File: src/rtl/md_scheduler_pkg.sv
// Shared definitions for the mult/div side-sequencer: FSM encoding, decode constants and
// the status codes written to RSTATUS when the unit raises an exception.
package md_scheduler_pkg;

    typedef enum logic [1:0] {
        StIdle  = 2'd0,
        StStart = 2'd1,
        StRun   = 2'd2,
        StDone  = 2'd3
    } md_state_e;

    localparam logic [4:0] OP_MD       = 5'b00000;
    localparam logic [4:0] ALU_OP_MULT = 5'b00110;
    localparam logic [4:0] ALU_OP_DIV  = 5'b00111;

    localparam int unsigned MAX_CYCLES_DEFAULT = 40;
    localparam logic [4:0]  RSTATUS_DEFAULT    = 5'd30;

    localparam logic [31:0] STATUS_MULT_EXC = 32'd4;
    localparam logic [31:0] STATUS_DIV_EXC  = 32'd5;

    function automatic logic [31:0] exc_code(input logic is_div);
        return is_div ? STATUS_DIV_EXC : STATUS_MULT_EXC;
    endfunction

endpackage

File: src/rtl/md_scheduler_if.sv
// Issue, multdiv-unit and writeback-injection signals between the pipeline and the scheduler.
interface md_scheduler_if;

    logic        issue_valid;
    logic        issue_is_div;
    logic [4:0]  issue_rd;
    logic [31:0] issue_a;
    logic [31:0] issue_b;
    logic        issue_ready;

    logic [31:0] md_a;
    logic [31:0] md_b;
    logic        md_ctrl_mult;
    logic        md_ctrl_div;
    logic [31:0] md_result;
    logic        md_exception;
    logic        md_rdy;

    logic        wb_slot_free;
    logic        wb_valid;
    logic [4:0]  wb_reg;
    logic [31:0] wb_data;

    modport master (
        output issue_valid, issue_is_div, issue_rd, issue_a, issue_b,
        input  issue_ready,
        input  md_a, md_b, md_ctrl_mult, md_ctrl_div,
        output md_result, md_exception, md_rdy,
        output wb_slot_free,
        input  wb_valid, wb_reg, wb_data
    );

    modport slave (
        input  issue_valid, issue_is_div, issue_rd, issue_a, issue_b,
        output issue_ready,
        output md_a, md_b, md_ctrl_mult, md_ctrl_div,
        input  md_result, md_exception, md_rdy,
        input  wb_slot_free,
        output wb_valid, wb_reg, wb_data
    );

endinterface

File: src/rtl/md_hazard_cmp.sv
// Flags a D-stage instruction that touches a given pending register; register 0 never matches.
module md_hazard_cmp (
    input  logic [4:0] target,
    input  logic [4:0] src_a,
    input  logic [4:0] src_b,
    input  logic [4:0] dst,
    input  logic       src_a_used,
    input  logic       src_b_used,
    input  logic       dst_used,
    output logic       match
);

    assign match = (target != 5'd0) &&
                   ((src_a_used && (src_a == target)) ||
                    (src_b_used && (src_b == target)) ||
                    (dst_used   && (dst   == target)));

endmodule

File: src/rtl/md_scheduler.sv
// Runs the multicycle mult/div unit beside the pipeline and injects its result into a free
// W-stage writeback slot, stalling D only for dependent instructions or a second mult/div.
module md_scheduler
    import md_scheduler_pkg::*;
#(
    parameter int unsigned MAX_CYCLES = MAX_CYCLES_DEFAULT,
    parameter logic [4:0]  RSTATUS    = RSTATUS_DEFAULT
) (
    input  logic           clock,
    input  logic           reset,
    md_scheduler_if.slave  bus,
    input  logic [4:0]     d_src_a,
    input  logic [4:0]     d_src_b,
    input  logic [4:0]     d_dst,
    input  logic           d_src_a_used,
    input  logic           d_src_b_used,
    input  logic           d_dst_used,
    input  logic           d_is_md,
    output logic           stall_d,
    output logic           busy
);

    localparam int unsigned    CntW    = $clog2(MAX_CYCLES + 1);
    localparam logic [CntW-1:0] CntLast = CntW'(MAX_CYCLES - 1);

    md_state_e       state_q, state_d;
    logic [CntW-1:0] cnt_q, cnt_d;
    logic [31:0]     a_q, a_d, b_q, b_d;
    logic [31:0]     result_q, result_d;
    logic [4:0]      rd_q, rd_d;
    logic            is_div_q, is_div_d;
    logic            exc_q, exc_d;
    logic            hazard_rd, hazard_status;

    always_ff @(posedge clock) begin
        if (reset) begin
            state_q  <= StIdle;
            cnt_q    <= '0;
            a_q      <= '0;
            b_q      <= '0;
            result_q <= '0;
            rd_q     <= '0;
            is_div_q <= 1'b0;
            exc_q    <= 1'b0;
        end else begin
            state_q  <= state_d;
            cnt_q    <= cnt_d;
            a_q      <= a_d;
            b_q      <= b_d;
            result_q <= result_d;
            rd_q     <= rd_d;
            is_div_q <= is_div_d;
            exc_q    <= exc_d;
        end
    end

    always_comb begin
        state_d          = state_q;
        cnt_d            = cnt_q;
        a_d              = a_q;
        b_d              = b_q;
        result_d         = result_q;
        rd_d             = rd_q;
        is_div_d         = is_div_q;
        exc_d            = exc_q;
        bus.md_ctrl_mult = 1'b0;
        bus.md_ctrl_div  = 1'b0;
        bus.wb_valid     = 1'b0;
        bus.wb_reg       = 5'd0;
        bus.wb_data      = 32'd0;

        unique case (state_q)
            StIdle: begin
                if (bus.issue_valid) begin
                    a_d      = bus.issue_a;
                    b_d      = bus.issue_b;
                    rd_d     = bus.issue_rd;
                    is_div_d = bus.issue_is_div;
                    exc_d    = 1'b0;
                    state_d  = StStart;
                end
            end
            StStart: begin
                // md_rdy may still be high from the previous op, so it is not looked at here.
                bus.md_ctrl_mult = ~is_div_q & ~reset;
                bus.md_ctrl_div  = is_div_q & ~reset;
                cnt_d            = '0;
                state_d          = StRun;
            end
            StRun: begin
                cnt_d = cnt_q + 1'b1;
                if (bus.md_rdy) begin
                    result_d = bus.md_result;
                    exc_d    = bus.md_exception;
                    state_d  = StDone;
                end else if (cnt_q == CntLast) begin
                    exc_d   = 1'b1;
                    state_d = StDone;
                end
            end
            StDone: begin
                if (exc_q) begin
                    bus.wb_reg   = RSTATUS;
                    bus.wb_data  = exc_code(is_div_q);
                    bus.wb_valid = bus.wb_slot_free & ~reset;
                    if (bus.wb_valid) state_d = StIdle;
                end else if (rd_q == 5'd0) begin
                    state_d = StIdle;
                end else begin
                    bus.wb_reg   = rd_q;
                    bus.wb_data  = result_q;
                    bus.wb_valid = bus.wb_slot_free & ~reset;
                    if (bus.wb_valid) state_d = StIdle;
                end
            end
            default: state_d = StIdle;
        endcase
    end

    // Either a mult or a div can end up writing RSTATUS, so both targets are pending.
    md_hazard_cmp u_hazard_rd (
        .target     (rd_q),
        .src_a      (d_src_a),
        .src_b      (d_src_b),
        .dst        (d_dst),
        .src_a_used (d_src_a_used),
        .src_b_used (d_src_b_used),
        .dst_used   (d_dst_used),
        .match      (hazard_rd)
    );

    md_hazard_cmp u_hazard_status (
        .target     (RSTATUS),
        .src_a      (d_src_a),
        .src_b      (d_src_b),
        .dst        (d_dst),
        .src_a_used (d_src_a_used),
        .src_b_used (d_src_b_used),
        .dst_used   (d_dst_used),
        .match      (hazard_status)
    );

    assign busy            = (state_q != StIdle);
    assign stall_d         = busy & (d_is_md | hazard_rd | hazard_status);
    assign bus.issue_ready = (state_q == StIdle);
    assign bus.md_a        = a_q;
    assign bus.md_b        = b_q;

endmodule

File: src/flat_wrapper.sv
// flat-port wrapper written by rule: the top's interface ports become plain ports
module md_scheduler_flat import md_scheduler_pkg::*;
#(
    parameter int unsigned MAX_CYCLES = MAX_CYCLES_DEFAULT,
    parameter logic [4:0]  RSTATUS    = RSTATUS_DEFAULT
)
  (clock, reset, d_src_a, d_src_b, d_dst, d_src_a_used, d_src_b_used, d_dst_used, d_is_md, stall_d, busy, bus_issue_valid, bus_issue_is_div, bus_issue_rd, bus_issue_a, bus_issue_b, bus_issue_ready, bus_md_a, bus_md_b, bus_md_ctrl_mult, bus_md_ctrl_div, bus_md_result, bus_md_exception, bus_md_rdy, bus_wb_slot_free, bus_wb_valid, bus_wb_reg, bus_wb_data);
  md_scheduler_if bus_i ();
  input  logic clock;
  input  logic reset;
  input  logic [4:0] d_src_a;
  input  logic [4:0] d_src_b;
  input  logic [4:0] d_dst;
  input  logic d_src_a_used;
  input  logic d_src_b_used;
  input  logic d_dst_used;
  input  logic d_is_md;
  output logic stall_d;
  output logic busy;
  input wire logic [$bits(bus_i.issue_valid)-1:0] bus_issue_valid;
  input wire logic [$bits(bus_i.issue_is_div)-1:0] bus_issue_is_div;
  input wire logic [$bits(bus_i.issue_rd)-1:0] bus_issue_rd;
  input wire logic [$bits(bus_i.issue_a)-1:0] bus_issue_a;
  input wire logic [$bits(bus_i.issue_b)-1:0] bus_issue_b;
  output wire logic [$bits(bus_i.issue_ready)-1:0] bus_issue_ready;
  output wire logic [$bits(bus_i.md_a)-1:0] bus_md_a;
  output wire logic [$bits(bus_i.md_b)-1:0] bus_md_b;
  output wire logic [$bits(bus_i.md_ctrl_mult)-1:0] bus_md_ctrl_mult;
  output wire logic [$bits(bus_i.md_ctrl_div)-1:0] bus_md_ctrl_div;
  input wire logic [$bits(bus_i.md_result)-1:0] bus_md_result;
  input wire logic [$bits(bus_i.md_exception)-1:0] bus_md_exception;
  input wire logic [$bits(bus_i.md_rdy)-1:0] bus_md_rdy;
  input wire logic [$bits(bus_i.wb_slot_free)-1:0] bus_wb_slot_free;
  output wire logic [$bits(bus_i.wb_valid)-1:0] bus_wb_valid;
  output wire logic [$bits(bus_i.wb_reg)-1:0] bus_wb_reg;
  output wire logic [$bits(bus_i.wb_data)-1:0] bus_wb_data;
  assign bus_i.issue_valid = bus_issue_valid;
  assign bus_i.issue_is_div = bus_issue_is_div;
  assign bus_i.issue_rd = bus_issue_rd;
  assign bus_i.issue_a = bus_issue_a;
  assign bus_i.issue_b = bus_issue_b;
  assign bus_issue_ready = bus_i.issue_ready;
  assign bus_md_a = bus_i.md_a;
  assign bus_md_b = bus_i.md_b;
  assign bus_md_ctrl_mult = bus_i.md_ctrl_mult;
  assign bus_md_ctrl_div = bus_i.md_ctrl_div;
  assign bus_i.md_result = bus_md_result;
  assign bus_i.md_exception = bus_md_exception;
  assign bus_i.md_rdy = bus_md_rdy;
  assign bus_i.wb_slot_free = bus_wb_slot_free;
  assign bus_wb_valid = bus_i.wb_valid;
  assign bus_wb_reg = bus_i.wb_reg;
  assign bus_wb_data = bus_i.wb_data;
  md_scheduler #(.MAX_CYCLES(MAX_CYCLES), .RSTATUS(RSTATUS)) u_core (.clock(clock), .reset(reset), .bus(bus_i), .d_src_a(d_src_a), .d_src_b(d_src_b), .d_dst(d_dst), .d_src_a_used(d_src_a_used), .d_src_b_used(d_src_b_used), .d_dst_used(d_dst_used), .d_is_md(d_is_md), .stall_d(stall_d), .busy(busy));
endmodule
File: config.mk
export PLATFORM = sky130hd
export DESIGN_NAME = md_scheduler_flat
export DESIGN_NICKNAME = d
export VERILOG_FILES = /design/src/rtl/md_scheduler_pkg.sv /design/src/rtl/md_scheduler_if.sv /design/src/rtl/md_hazard_cmp.sv /design/src/rtl/md_scheduler.sv /design/src/flat_wrapper.sv
export SDC_FILE = /design/constraint.sdc
export NUM_CORES = 1
export LEC_CHECK = 0
export BUFFER_PORTS_ARGS = -buffer_cell sky130_fd_sc_hd__buf_2
export CAP_MARGIN = 0
export CORE_MARGIN = 2
export CORE_UTILIZATION = 49
export DETAILED_ROUTE_END_ITERATION = 7
export PLACE_DENSITY = 0.85
export SLEW_MARGIN = 5
export SYNTH_ARGS = -nofsm -noshare
export SYNTH_HDL_FRONTEND = slang
export SYNTH_SLANG_ARGS = --single-unit
File: constraint.sdc
create_clock -name clock -period 4.5 [get_ports clock]
set_input_delay 0.225 -clock clock [delete_from_list [all_inputs] [get_ports clock]]
set_output_delay 0.225 -clock clock [all_outputs]
set_load 0.05 [all_outputs]
==> metrics.md <==
| Metric | Value |
|---|---|
| Status | `complete, no violations` |
| Final Setup Violations | `0` |
| Reg2reg setup slack | `2.31 ns` |
| DRC | `0` |
| Syn Nets | `720` |
| WL final | `12300 um` |
| Clock sink count | `111` |
| Via count | `4591` |
| Clk pin slew, worst setup/hold paths | `0.11 ns` |
| Asr flop ratio synth | `0%` |
| Initial antenna violation count | `2` |
| TNS Setup | `0 ns` |
| CP Buf/Inv Count | `1` |
| Root Buffer | `clkbuf_8` |
| First-pass GRT wire length | `19200 um` |
| Worst slew pin tran | `1.14 ns` |
| Endpoint, Worst Hold | `u_core.bus.md_b[20]` |
| Vias in the first global route | `4298` |
| Area leader, netlist | `dfxtp_1` |
| Antenna Nets Post-Route | `0` |
| Int Pwr | `1.70 mW` |
| Post-synthesis register bit count | `111` |
| Fin Clk Skew | `0.0135 ns` |
| R2R depth | `6` |
| List of most frequent post-synthesis cells | `210 x nand2_1, 111 x dfxtp_1, 105 x a21oi_1, 32 x and2_1, 22 x clkbuf_1` |
| Dpl hpwl | `9030 um` |
| Count of different cell masters after synthesis | `34` |
| Total core area | `9150 um2` |
| Drt wl/cell | `13.5 um` |
| Postcts setup bufs | `0` |
| Reg-to-reg endpoint | `u_core.result_q[26]` |
| Crit Path Class | `flip-flop to primary output` |
| Synth area leaders | `dfxtp_1 48%, nand2_1 17%, a21oi_1 11%` |
| Post-CTS Resized | `0` |
| CP startpoint kind | `flip-flop` |
| Drt initial violations | `164` |
| Final Wtd Congestion | `0.821` |
| CTS H-Tree Depth | `3` |
| Clock power frac | `20.7%` |
| Clk Latency, worst-skew pair | `0.37 ns` |
| Leakage power | `2.82 nW` |
| Final Cycle Share | `49.9%` |
| Post-Layout Cell Count | `906` |
| CP top delay family | `flip-flops` |
| Number of max-cap violations | `0` |
| CTS Hold Bufs | `0` |
| WHS Path Cells | `3` |
| CP Max Fanout | `6` |
| Register share of total power | `41.1%` |
| Reg2reg start | `u_core.state_q[0]` |
| Gate Count Post-Synth | `588` |
| Cell Chain, Critical Path | `xor2_1 -> nor4_1 -> and3_1 -> o31ai_1 -> a21oi_1 -> buf_2` |
| Placed Cells | `891` |
| Tmin final | `2.25 ns` |
| Data arrival time of the worst path | `2.02 ns` |
| Area growth syn-to-layout | `28.5%` |
| CTS tree | `yes` |
| GRT Total Usage | `23.3%` |
| RSZ-0062 raised after global routing | `no` |
| # rows | `35` |
| Most numerous cell in the Yosys netlist | `nand2_1` |
| Crit path largest cell delay | `0.53 ns` |
| Vias per std cell | `5.07` |
| Final hold viol count | `0` |
| Primary FF master, synth | `dfxtp_1` |
| Worst hold path type | `input pin to flip-flop` |
| Post-synth EDFFs | `0` |
| Worst vdd ir | `0.307 mV` |
| Avg Inst Size Synth | `7.79 um2` |
| Gr ovfl total | `0` |
| Clk buf depth | `2` |
| CP max-delay cell | `dfxtp_1` |
| Layout cells sized above 1 | `32.3%` |
| Net Sw Frac | `43.0%` |
| Max Freq | `0.445 GHz` |
| Num ports | `234` |
| Drt first pass iters | `4` |
| Total CTS buffers | `9` |
| Max transition margin | `23.9%` |
| Comb pwr share | `38.2%` |
| P per Cell Area | `507 nW/um2` |
| Sw power | `1.28 mW` |
| Setup crit end kind | `primary output` |
| Fin. max-slew vios | `0` |
| Initial core utilization | `50.1%` |
| Fin nets | `923` |
| N_diodes | `0` |
| Sequential share of the synthesized area | `48.5%` |
| Die X | `101 um` |
| Hold path startpoint | `bus_issue_b[20]` |
| Largest net degree at the start of global routing | `109` |
| Mapped cell area | `4580 um2` |
| # port buffers | `233` |
| Post-synth top area share | `48.5%` |
| Syn. warnings | `0` |
| Die area | `10100 um2` |
| Required @ worst endpoint | `4.28 ns` |
| Die height | `101 um` |
[per-layer routing]
layer / share of wire (%) / global-route usage, % / wire length (um) / vias to the layer above
met4: 2.0 / 8.54 / 245 / 4
met3: 9.6 / 7.77 / 1180 / 27
met2: 49 / 40.9 / 5990 / 191
li1: - / - / - / 2302
met5: 0.22 / 0 / 27 / -
met1: 39 / 26.2 / 4820 / 2067
[kinds of logic (layout without fill, tap and decap cells)]
group                      count (synthesis)  in the layout  synth area share (%)
and+or+nand+nor                          280            280                  26.5
buffers and inverters                     50            257                  5.52
AOI/OAI and AO/OA                        121            121                  14.1
adders and majority gates                  5              5                  1.37
DFF                                      111            111                  48.5
muxes                                      1              1                 0.218
xor gates and xnor gates                  20             20                  3.82
[flip-flops by register name, indices dropped and copies added, names as in the netlist]
register         count
u_core.bus.md_a     32
u_core.cnt_q         6
u_core.result_q     32
u_core.bus.md_b     32
u_core.state_q       2
u_core.is_div_q      1
u_core.rd_q          5
u_core.exc_q         1
[tightest hold or removal path, delay by kind of cell]
family | cells | cell delay [ns]
buffers and inverters | 1 | 0.10
AOI/OAI and AO/OA | 1 | 0.05
and+or+nand+nor | 1 | 0.04
[final cells by class]
type | instances | area [um2]
Fill cell | 796 | 3270
Tap cell | 111 | 139
Clock buffer | 10 | 138
Multi-Input combinational cell | 427 | 2110
Timing Repair Buffer | 235 | 1180
Clock inverter | 5 | 63.8
Sequential cell | 111 | 2220
Inverter | 7 | 26.3
[through the flow]
step / power, mW / setup WS [ns] / instance area (um2) / hold WS (ns) / utilization, %
after floorplan: 2.12 / 2.34 / 4580 / 0.361 / -
after global placement: 2.35 / 2.49 / 5680 / 0.437 / 62.1
after detailed placement: 2.39 / 2.34 / 5680 / 0.443 / 62.1
after CTS: 3.01 / 2.23 / 5890 / 0.0589 / 64.3
after global routing: 3.15 / 2.09 / 5890 / 0.0637 / 64.3
final: 2.98 / 2.25 / 5890 / 0.0716 / 64.3
[worst max path at each step]
stage | startpoint | cells after the start | slack, ns | to
2_1_floorplan | u_core.state_q[0] | 4 | 2.34 | bus_wb_valid
5_1_grt | u_core.state_q[0] | 6 | 2.09 | u_core.result_q[6]
4_1_cts | u_core.rd_q[1] | 6 | 2.23 | stall_d
3_5_place_dp | u_core.state_q[0] | 6 | 2.34 | u_core.result_q[26]
3_3_place_gp | u_core.state_q[0] | 6 | 2.49 | u_core.result_q[16]
6_report | u_core.rd_q[1] | 6 | 2.25 | stall_d
[placed cells by master, fill, tap and decap left out, drive strengths merged]
cell type | netlist | layout
o211a | 2 | 2
mux2i | 1 | 1
buf | 21 | 235
a32o | 1 | 1
and3 | 5 | 5
xor2 | 16 | 16
inv | 7 | 10
clkinvlp | 0 | 1
bufinv | 0 | 1
a21oi | 105 | 105
nor3b | 4 | 4
o21a | 4 | 4
a31oi | 3 | 3
a21o | 1 | 1
nand2 | 211 | 211
nor2 | 11 | 11
dfxtp | 111 | 111
and3b | 2 | 2
nor4 | 5 | 5
nand4 | 6 | 6
ha | 5 | 5
and2 | 32 | 32
nor3 | 3 | 3
clkbuf | 22 | 10
o31ai | 1 | 1
nor2b | 1 | 1
xnor2 | 4 | 4
o21ai | 4 | 4
[power by group through the flow]
stage	Sequential (mW)	Combinational (mW)	Clock [mW]
floorplan	1.57	0.556	0
global placement	1.24	1.12	0
detailed placement	1.25	1.14	0
CTS	1.23	1.15	0.635
global route	1.25	1.23	0.669
finish	1.23	1.14	0.617
Note: power is estimated with default switching activity, not from simulation.
